[src/rtl/hex_palette_sequencer_if.sv]
// Pixel bus between the hex coordinate generator and the palette sequencer.
// The generator (master) drives quadrant/radius and reads back the colour;
// the sequencer (slave) consumes coordinates and produces the colour.
interface hex_palette_sequencer_if;
  logic       pixel_valid;
  logic [2:0] quadrant;
  logic [9:0] radius;
  logic [3:0] red;
  logic [3:0] green;
  logic [3:0] blue;
  logic       colour_valid;

  modport master (
    output pixel_valid, quadrant, radius,
    input  red, green, blue, colour_valid
  );

  modport slave (
    input  pixel_valid, quadrant, radius,
    output red, green, blue, colour_valid
  );
endinterface

[src/rtl/hex_palette_sequencer.sv]
// hex_palette_sequencer: timed palette scheme for the hex renderer.
// Per frame, a HOLD/FADE FSM steps through four built-in palettes and
// cross-fades each into the next over 16 frames. Per pixel, (quadrant,
// radius) is mapped to a 12-bit colour through a 2-stage pipeline.
// Optional feature macro: HEX_PULSE_EN adds a beat-driven brightness boost
// to the A/B sectors; without it pulse_trigger is ignored.
module hex_palette_sequencer #(
  parameter int HOLD_FRAMES = 240,
  parameter int CENTRE_R    = 32
) (
  input  logic                    clk,
  input  logic                    rst_n,
  input  logic                    frame_start,
  input  logic                    pulse_trigger,
  hex_palette_sequencer_if.slave  pix,
  output logic [1:0]              palette_idx,
  output logic                    fading
);

  localparam logic [9:0] HOLD_LAST  = 10'(HOLD_FRAMES - 1);
  localparam logic [9:0] CENTRE_LIM = 10'(CENTRE_R);

  typedef enum logic {HOLD, FADE} state_t;

  // Pixel class: which palette entry (or black) a coordinate maps to.
  typedef enum logic [1:0] {
    CLS_A     = 2'd0,
    CLS_B     = 2'd1,
    CLS_C     = 2'd2,
    CLS_BLACK = 2'd3
  } pix_class_t;

  state_t     state;
  logic [9:0] frame_cnt;
  logic [3:0] step;

  pix_class_t pix_class;
  logic [1:0] nxt_idx;
  logic [3:0] blend_step;
  logic [11:0] cur_col;
  logic [11:0] nxt_col;
  logic [3:0] mix_red;
  logic [3:0] mix_green;
  logic [3:0] mix_blue;

  logic       s1_valid;
  logic [3:0] s1_red;
  logic [3:0] s1_green;
  logic [3:0] s1_blue;

  // Palette ROM: A/B vary per palette, C is white everywhere, black is 000.
  function automatic logic [11:0] palette_entry(input logic [1:0] idx,
                                                input pix_class_t cls);
    logic [11:0] col;
    col = 12'h000;
    case (cls)
      CLS_A: begin
        case (idx)
          2'd0: col = 12'hF40;
          2'd1: col = 12'h0F4;
          2'd2: col = 12'h04F;
          default: col = 12'hF0F;
        endcase
      end
      CLS_B: begin
        case (idx)
          2'd0: col = 12'h810;
          2'd1: col = 12'h081;
          2'd2: col = 12'h018;
          default: col = 12'h808;
        endcase
      end
      CLS_C: col = 12'hFFF;
      default: col = 12'h000;
    endcase
    return col;
  endfunction

  // Linear blend of one 4-bit channel; the weights always sum to 16 so the
  // shifted result never exceeds 15.
  function automatic logic [3:0] blend(input logic [3:0] cur,
                                       input logic [3:0] nxt,
                                       input logic [3:0] stp);
    logic [8:0] w_nxt;
    logic [8:0] w_cur;
    logic [8:0] sum;
    w_nxt = {5'd0, stp};
    w_cur = 9'd16 - w_nxt;
    sum   = ({5'd0, cur} * w_cur) + ({5'd0, nxt} * w_nxt);
    return 4'(sum >> 4);
  endfunction

  // Palette FSM: count held frames, then step the fade, then advance palette.
  always_ff @(posedge clk or negedge rst_n) begin
    if (!rst_n) begin
      state       <= HOLD;
      frame_cnt   <= 10'd0;
      step        <= 4'd0;
      palette_idx <= 2'd0;
      fading      <= 1'b0;
    end else if (frame_start) begin
      case (state)
        HOLD: begin
          if (frame_cnt == HOLD_LAST) begin
            frame_cnt <= 10'd0;
            step      <= 4'd0;
            state     <= FADE;
            fading    <= 1'b1;
          end else begin
            frame_cnt <= frame_cnt + 10'd1;
          end
        end
        FADE: begin
          if (step == 4'd15) begin
            step        <= 4'd0;
            palette_idx <= palette_idx + 2'd1;
            state       <= HOLD;
            fading      <= 1'b0;
          end else begin
            step <= step + 4'd1;
          end
        end
        default: begin
          state  <= HOLD;
          fading <= 1'b0;
        end
      endcase
    end
  end

  // Classify the pixel and blend current/next palette entries.
  always_comb begin
    pix_class = CLS_A;
    if (pix.quadrant[2:1] == 2'b11) begin
      pix_class = CLS_BLACK;
    end else if (pix.radius < CENTRE_LIM) begin
      pix_class = CLS_C;
    end else if (pix.quadrant[0]) begin
      pix_class = CLS_B;
    end
    nxt_idx    = palette_idx + 2'd1;
    blend_step = (state == FADE) ? step : 4'd0;
    cur_col    = palette_entry(palette_idx, pix_class);
    nxt_col    = palette_entry(nxt_idx, pix_class);
    mix_red    = blend(cur_col[11:8], nxt_col[11:8], blend_step);
    mix_green  = blend(cur_col[7:4],  nxt_col[7:4],  blend_step);
    mix_blue   = blend(cur_col[3:0],  nxt_col[3:0],  blend_step);
  end

  // Stage 1: register the blended colour and the valid flag.
  always_ff @(posedge clk or negedge rst_n) begin
    if (!rst_n) begin
      s1_valid <= 1'b0;
      s1_red   <= 4'd0;
      s1_green <= 4'd0;
      s1_blue  <= 4'd0;
    end else begin
      s1_valid <= pix.pixel_valid;
      s1_red   <= mix_red;
      s1_green <= mix_green;
      s1_blue  <= mix_blue;
    end
  end

`ifdef HEX_PULSE_EN
  logic [3:0] boost;
  logic       s1_boost_ok;

  // Add half the boost to a channel, clamping at full brightness.
  function automatic logic [3:0] sat_add(input logic [3:0] ch,
                                         input logic [3:0] amt);
    logic [4:0] sum;
    sum = {1'b0, ch} + {1'b0, amt};
    return sum[4] ? 4'hF : sum[3:0];
  endfunction

  // Beat boost: reload on pulse, decay by one per frame down to zero.
  always_ff @(posedge clk or negedge rst_n) begin
    if (!rst_n) begin
      boost <= 4'd0;
    end else if (pulse_trigger) begin
      boost <= 4'd8;
    end else if (frame_start && (boost != 4'd0)) begin
      boost <= boost - 4'd1;
    end
  end

  // Only the coloured sectors get boosted; centre and black stay as-is.
  always_ff @(posedge clk or negedge rst_n) begin
    if (!rst_n) begin
      s1_boost_ok <= 1'b0;
    end else begin
      s1_boost_ok <= (pix_class == CLS_A) || (pix_class == CLS_B);
    end
  end

  // Stage 2: apply saturating boost and drive the outputs.
  always_ff @(posedge clk or negedge rst_n) begin
    if (!rst_n) begin
      pix.colour_valid <= 1'b0;
      pix.red          <= 4'd0;
      pix.green        <= 4'd0;
      pix.blue         <= 4'd0;
    end else begin
      pix.colour_valid <= s1_valid;
      if (s1_boost_ok) begin
        pix.red   <= sat_add(s1_red,   boost >> 1);
        pix.green <= sat_add(s1_green, boost >> 1);
        pix.blue  <= sat_add(s1_blue,  boost >> 1);
      end else begin
        pix.red   <= s1_red;
        pix.green <= s1_green;
        pix.blue  <= s1_blue;
      end
    end
  end
`else
  logic unused_pulse;
  assign unused_pulse = pulse_trigger;

  // Stage 2: plain output register.
  always_ff @(posedge clk or negedge rst_n) begin
    if (!rst_n) begin
      pix.colour_valid <= 1'b0;
      pix.red          <= 4'd0;
      pix.green        <= 4'd0;
      pix.blue         <= 4'd0;
    end else begin
      pix.colour_valid <= s1_valid;
      pix.red          <= s1_red;
      pix.green        <= s1_green;
      pix.blue         <= s1_blue;
    end
  end
`endif

endmodule

[src/flat_wrapper.sv]
// flat-port wrapper written by rule: the top's interface ports become plain ports
module hex_palette_sequencer_flat 
#(
  parameter int HOLD_FRAMES = 240,
  parameter int CENTRE_R    = 32
)
  (clk, rst_n, frame_start, pulse_trigger, palette_idx, fading, pix_pixel_valid, pix_quadrant, pix_radius, pix_red, pix_green, pix_blue, pix_colour_valid);
  hex_palette_sequencer_if pix_i ();
  input  logic clk;
  input  logic rst_n;
  input  logic frame_start;
  input  logic pulse_trigger;
  output logic [1:0] palette_idx;
  output logic fading;
  input wire logic [$bits(pix_i.pixel_valid)-1:0] pix_pixel_valid;
  input wire logic [$bits(pix_i.quadrant)-1:0] pix_quadrant;
  input wire logic [$bits(pix_i.radius)-1:0] pix_radius;
  output wire logic [$bits(pix_i.red)-1:0] pix_red;
  output wire logic [$bits(pix_i.green)-1:0] pix_green;
  output wire logic [$bits(pix_i.blue)-1:0] pix_blue;
  output wire logic [$bits(pix_i.colour_valid)-1:0] pix_colour_valid;
  assign pix_i.pixel_valid = pix_pixel_valid;
  assign pix_i.quadrant = pix_quadrant;
  assign pix_i.radius = pix_radius;
  assign pix_red = pix_i.red;
  assign pix_green = pix_i.green;
  assign pix_blue = pix_i.blue;
  assign pix_colour_valid = pix_i.colour_valid;
  hex_palette_sequencer #(.HOLD_FRAMES(HOLD_FRAMES), .CENTRE_R(CENTRE_R)) u_core (.clk(clk), .rst_n(rst_n), .frame_start(frame_start), .pulse_trigger(pulse_trigger), .pix(pix_i), .palette_idx(palette_idx), .fading(fading));
endmodule
[config.mk]
export PLATFORM = sky130hd
export DESIGN_NAME = hex_palette_sequencer_flat
export DESIGN_NICKNAME = d
export VERILOG_FILES = /design/src/rtl/hex_palette_sequencer_if.sv /design/src/rtl/hex_palette_sequencer.sv /design/src/flat_wrapper.sv
export SDC_FILE = /design/constraint.sdc
export NUM_CORES = 1
export LEC_CHECK = 0
export CAP_MARGIN = 20
export CORE_ASPECT_RATIO = 2
export CORE_MARGIN = 2
export CORE_UTILIZATION = 35
export CTS_BUF_LIST = sky130_fd_sc_hd__clkbuf_2 sky130_fd_sc_hd__clkbuf_4 sky130_fd_sc_hd__clkbuf_8
export DETAILED_ROUTE_END_ITERATION = 10
export PLACE_DENSITY_LB_ADDON = 0.25
export REMOVE_ABC_BUFFERS = 1
export SLEW_MARGIN = 25
export SYNTH_ARGS = -nofsm -noshare
export SYNTH_HDL_FRONTEND = slang
export SYNTH_SLANG_ARGS = --single-unit
[constraint.sdc]
create_clock -name clk -period 10.1 [get_ports clk]
set_input_delay 2.02 -clock clk [delete_from_list [all_inputs] [get_ports clk]]
set_output_delay 2.02 -clock clk [all_outputs]
set_load 0.02 [all_outputs]
[Word-level counts from Yosys, hierarchy flattened]
Index checks and enable logic that the tools add are counted.
Operators by class
  magnitude comparators: 1
  multiplexer cells: 20
  shift-type cells: 0
  equality and inequality tests: 11
  div/mod/pow operators: 0
  $mul: 6
  $add $sub $neg: 7
  reduce and logical (&&, ||, !) cells: 7
  bitwise gates (word level): 1
Operator list (number)
  $pmux W12 S3: 6
  $mul A4 B9 Y8: 3
  $add A8 B8 Y8: 3
  $mul A4 B4 Y8: 3
  $mux W4: 3
  $add A10 B1 Y10 const B: 1
  $eq A10 B8 Y1 const B: 1
  $lt A10 B6 Y1 const B: 1
  $mux W10: 1
  $eq A2 B2 Y1 const B: 4
  $pmux W4 S2: 1
  $eq A2 B1 Y1 const B: 3
  $logic_not A2 Y1: 3
  $reduce_and A3 Y1: 2
  $sub A5 B4 Y6 const A: 1
  $mux W1: 5
  $add A4 B1 Y4 const B: 1
  $eq A4 B4 Y1 const B: 1
  $mux W2: 2
  $pmux W1 S2: 2
  $reduce_and A2 Y1: 2
  $add A2 B1 Y2 const B: 1
  $ne A2 B1 Y1 const B: 1
  $ne A2 B2 Y1 const B: 1
  $not A1 Y1: 1
Word-level totals
  memory bits (read-only): 0
  bits of input ports: 18
  logic and storage cells: 66
  memories kept: 0
  bits in registers: 44
  bits in latches: 0
  RAM bits: 0
  output and inout bits: 16

[Longest topological paths before layout]
  depth in word-level cells: 7
  depth in mapped cells: 20
  gate-level depth less buffers: 20

[Worst setup path after synthesis]
Ideal clock, no wire load.
  kind: input to register
  from: input pix_radius[8]
  to: register u_core.s1_green[3]
  cell stages on the path: 19
  arrival: 6403 ps
  setup slack: 3570 ps
  data required time: 9973 ps
  path buffers: 2
  setup time: 127 ps
  path through: nor3_1 -> and2_1 -> buf_4 -> buf_4 -> o21ai_0 -> or2_2 -> fa_1 -> inv_1 -> fa_1 -> fa_1 -> inv_1 -> fa_1 -> inv_1 -> ha_1 -> a211oi_1 -> inv_1 -> a211oi_1 -> o31ai_2 -> xnor2_1
Between the ends
  word-level cells in the longest chain between the ends: 7
  elaborated cells on any way between the ends: 11
  classes of those cells: 1 x add/sub; 2 x mul; 1 x order compare; 2 x eq/ne; 4 x mux; 1 x reduce/logical
Ends and longest elaborated chain
  from (decl): RTL line flat_wrapper.sv:17  | input wire logic [$bits(pix_i.radius)-1:0] pix_radius;
  $lt A10 B6 Y1 (*): RTL line hex_palette_sequencer.sv:136  | end else if (pix.radius < CENTRE_LIM) begin
  $mux W2 (*): RTL line hex_palette_sequencer.sv:136
  $mux W2 (*): RTL line hex_palette_sequencer.sv:134  | if (pix.quadrant[2:1] == 2'b11) begin
  $eq A2 B2 Y1 (tied with other cells): RTL line hex_palette_sequencer.sv:56  | case (cls)
  $pmux W12 S3: RTL line hex_palette_sequencer.sv:56
  $mul A4 B9 Y8 or $mul A4 B4 Y8 (tied branches): RTL line hex_palette_sequencer.sv:89  | sum = ({5'd0, cur} * w_cur) + ({5'd0, nxt} * w_nxt);
  $add A8 B8 Y8 (*): RTL line hex_palette_sequencer.sv:89
  net u_core.mix_green[3]: RTL line hex_palette_sequencer.sv:43  | logic [3:0] mix_green;
  to (signal assigned): RTL line hex_palette_sequencer.sv:160  | s1_green <= mix_green;
  to (decl): RTL line hex_palette_sequencer.sv:48  | logic [3:0] s1_green;
The timed path passes the listed nets; every way through them passes the cells marked *.
A chain may end at the register's enable or synchronous reset.

[Final worst setup path]
Same ends and word-level chain as after synthesis.

==> summary.txt <==
Timing
  – Relative slew slack: 52.9%
  – Tmin final: between 7 and 8 ns
  – Final worst slack: 2.69 ns
  – Fin crit share: 73.4%
  – Final setup fails: 0
  – Worst slew pin tran: 0.703 ns
  – Fin. max-slew vios: 0
  – Unrepaired setup endpoints after global routing: no
  – Clk_skew: between 0.01 and 0.015 ns
  – Final hold viol count: 0
  – Setup TNS: 0 ns
  – Fmax: 135 MHz

Synth
  – Syn Inst Count: between 500 and 600
  – Post-synth EDFFs: 0
  – Flops & latches, synth: 44
  – Yosys top cell by area: fa_1
  – Largest cells by area after synthesis: fa_1 (23%), dfrtp_1 (23%), ha_1 (15%), inv_1 (7.4%), nor2_1 (6.7%)
  – Ys flop type: dfrtp_1
  – Post-Syn Area: 4890 µm²
  – Yosys warns: 0
  – Ys async rst share: 100%
  – Mapped Avg Cell Area: 9.08 µm²
  – Synth top area share: 23.4%
  – Netlist cell types: 46
  – Post-synthesis sequential area ratio: 22.5%

Placement
  – Dpl cells: between 700 and 800
  – Pre-CTS WS: 2.34 ns
  – DP HPWL: ~8.0 mm
  – Placed Area: around 5300 µm²
  – GPL Wtd Cong: 0.805
  – Port Buf Inserts: 27

Clocking
  – Post-cts sizing count: 0
  – H-tree Lvls: 2
  – Clock root buffer: clkbuf_8
  – Post-CTS Setup Bufs: 0
  – Worst-Skew Late Latency: 0.31 ns
  – Reg clk slew, reported paths: 0.10 ns
  – CTS Buf Count: 5
  – Clock Tree Buf Depth: 2
  – CTS tree: yes
  – # clock sinks: 44
  – # hold bufs at CTS: 0

Global routing
  – Global Route Usage Sum: 14.9%
  – Gr ovfl total: 0
  – Grt met2 use: 25.1%
  – GRT met3 Usage: ~1.5%
  – Vias in the first global route: ~3700
  – Met1 usage: 19.6%
  – Largest net degree at the start of global routing: 45
  – GR peak layer: met2
  – Initial antenna violation count: 0
  – First-pass GRT wire length: ~18 mm

Min path
  – Worst min path class: reg2reg

Finish
  – Nets: a little under 700
  – Ant diodes: 0
  – Area grow syn2layout: 10.9%
  – Final std cells w/o fill: 720
  – Fin util: 39.4%
  – Final Cell Area: 5420 µm²
  – Number of fill cells: 1403
  – Share of layout cells above drive strength 1: 4.44%

Detailed routing
  – Routed wire per std cell: 14.0 µm
  – Final wirelength: 10.1 mm
  – Vias: approximately 3500
  – Initial drt markers: 140
  – Drc violations: 0
  – Antenna viol nets, final: 0
  – Vias/cell: approximately 5
  – Drt first pass iters: 4

Floorplan
  – Starting Density: 35.6%
  – Die Y: 171 µm
  – Core footprint: 13700 µm²
  – Die X: 87.5 µm
  – Die area: 15000 µm²
  – # IOs: 34
  – Row count: 61

Power
  – Leak: 2.56 nW
  – Max VDD drop: 0.0000539 V
  – PwrDens: 74.8 nW/µm²

Critical path
  – WP data arrival: 7.65 ns
  – Critical Path RT: approximately 10 ns
  – Setup crit start kind: input pin
  – Critical Path Fanout Max: 19
  – Crit end category: register
  – Setup Crit Path Kind: in2reg

Run status
  – Status: completed

Run
  – Max Cap Viol: 0
## routing by layer
layer  up-vias  part of all wire [%]
li1       1734                     -
met5         -                     0
met3        12                   3.0
met4         0                   2.2
met1      1691                    44
met2        62                    51
## cell usage in the layout, fill, tap and decap left out, types with 2 or more instances in the layout
master            n
inv_1            96
nor2_1           87
ha_1             59
fa_1             57
dfrtp_1          44
nand2_1          31
clkdlybuf4s50_1  26
xnor2_1          20
o21ai_0          18
nand3_1          13
a21oi_1          13
xor2_1           12
nand2b_1         10
nor3_1            9
or2_2             7
o21ai_1           6
a21o_1            5
nand4_1           5
clkbuf_8          5
a211oi_1          4
a31oi_1           4
nor2b_1           2
and4_1            2
a22o_1            2
buf_4             2
## cells in the mapped netlist (2+ instances only)
cell / instances
ha_1: 59
or2_2: 7
nand2b_1: 10
nand4_1: 5
a21oi_1: 13
nand2_1: 31
nor2_1: 87
a211oi_1: 4
a31oi_1: 4
dfrtp_1: 44
a21o_1: 5
clkbuf_1: 4
o21ai_1: 6
inv_1: 96
and4_1: 2
nor3_1: 9
nor2b_1: 2
nand3_1: 13
buf_4: 3
o21ai_0: 18
xnor2_1: 21
a22o_1: 2
xor2_1: 12
buf_2: 3
fa_1: 57
## final timing paths
path | start | end | slack [ns] | cells after the start
min | u_core.s1_red[0] | u_core.pix.red[0] | 0.35 | 0
min in group asynchronous | rst_n | u_core.frame_cnt[7] | 1.69 | 1
max | pix_radius[8] | u_core.s1_green[3] | 2.69 | 18
max in group asynchronous | rst_n | u_core.s1_red[0] | 8.00 | 1
max reg2reg | u_core.state | u_core.s1_green[3] | 4.44 | 16
min reg2reg | u_core.s1_red[0] | u_core.pix.red[0] | 0.35 | 0
## flip-flops by register name, summed over array words and instances (netlist names)
| signal | cells |
|---|---|
| u_core.state | 1 |
| u_core.fading | 1 |
| u_core.pix.red | 4 |
| u_core.step | 4 |
| u_core.s1_green | 4 |
| u_core.pix.green | 4 |
| u_core.s1_valid | 1 |
| u_core.s1_red | 4 |
| u_core.pix.colour_valid | 1 |
| u_core.palette_idx | 2 |
| u_core.s1_blue | 4 |
| u_core.frame_cnt | 10 |
| u_core.pix.blue | 4 |
## metrics by stage
| step | hold slack [ns] | power (mW) |
|---|---|---|
| after floorplan | 0.331 | 0.241 |
| after global placement | 0.334 | 0.264 |
| after detailed placement | 0.335 | 0.265 |
| after CTS | 0.356 | 0.413 |
| after global routing | 0.360 | 0.432 |
| final | 0.354 | 0.405 |
## report_power, final
| group | internal, mW | switching [mW] |
|---|---|---|
| clock network | 0.0746 | 0.0694 |
| registers | 0.190 | 0.0130 |
| logic | 0.0256 | 0.0322 |
| total | 0.291 | 0.115 |
## cells by family after synthesis
logic type                 share of synthesized area, %
AOI/OAI and AO/OA                                  7.81
xor gates and xnor gates                           5.92
adders and majority gates                          38.5
buffers and inverters                              8.76
DFF                                                22.5
muxes                                             0.205
and+or+nand+nor                                    16.3
## worst max-delay path, cell delays in order
cell             delay, ns
clkdlybuf4s50_1       0.40
nor3_1                0.43
and2_1                0.63
o21ai_0               0.33
or2_2                 0.35
fa_1                  0.36
inv_1                 0.08
fa_1                  0.45
fa_1                  0.54
inv_1                 0.05
fa_1                  0.52
inv_1                 0.04
ha_1                  0.34
a211oi_1              0.38
inv_1                 0.07
a211oi_1              0.37
o31ai_2               0.10
xnor2_1               0.17
## layout make-up
| class | count | area (µm²) | share of cell area, % |
|---|---|---|---|
| Multi-Input combinational cell | 386 | 3360 | 62.1 |
| Sequential cell | 44 | 1100 | 20.3 |
| Inverter | 97 | 364 | 6.72 |
| Timing Repair Buffer | 28 | 275 | 5.08 |
| Tap cell | 157 | 196 | 3.63 |
| Clock buffer | 5 | 68.8 | 1.27 |
| Clock inverter | 3 | 46.3 | 0.855 |
No activity file was read; power rests on OpenSTA's default activity.
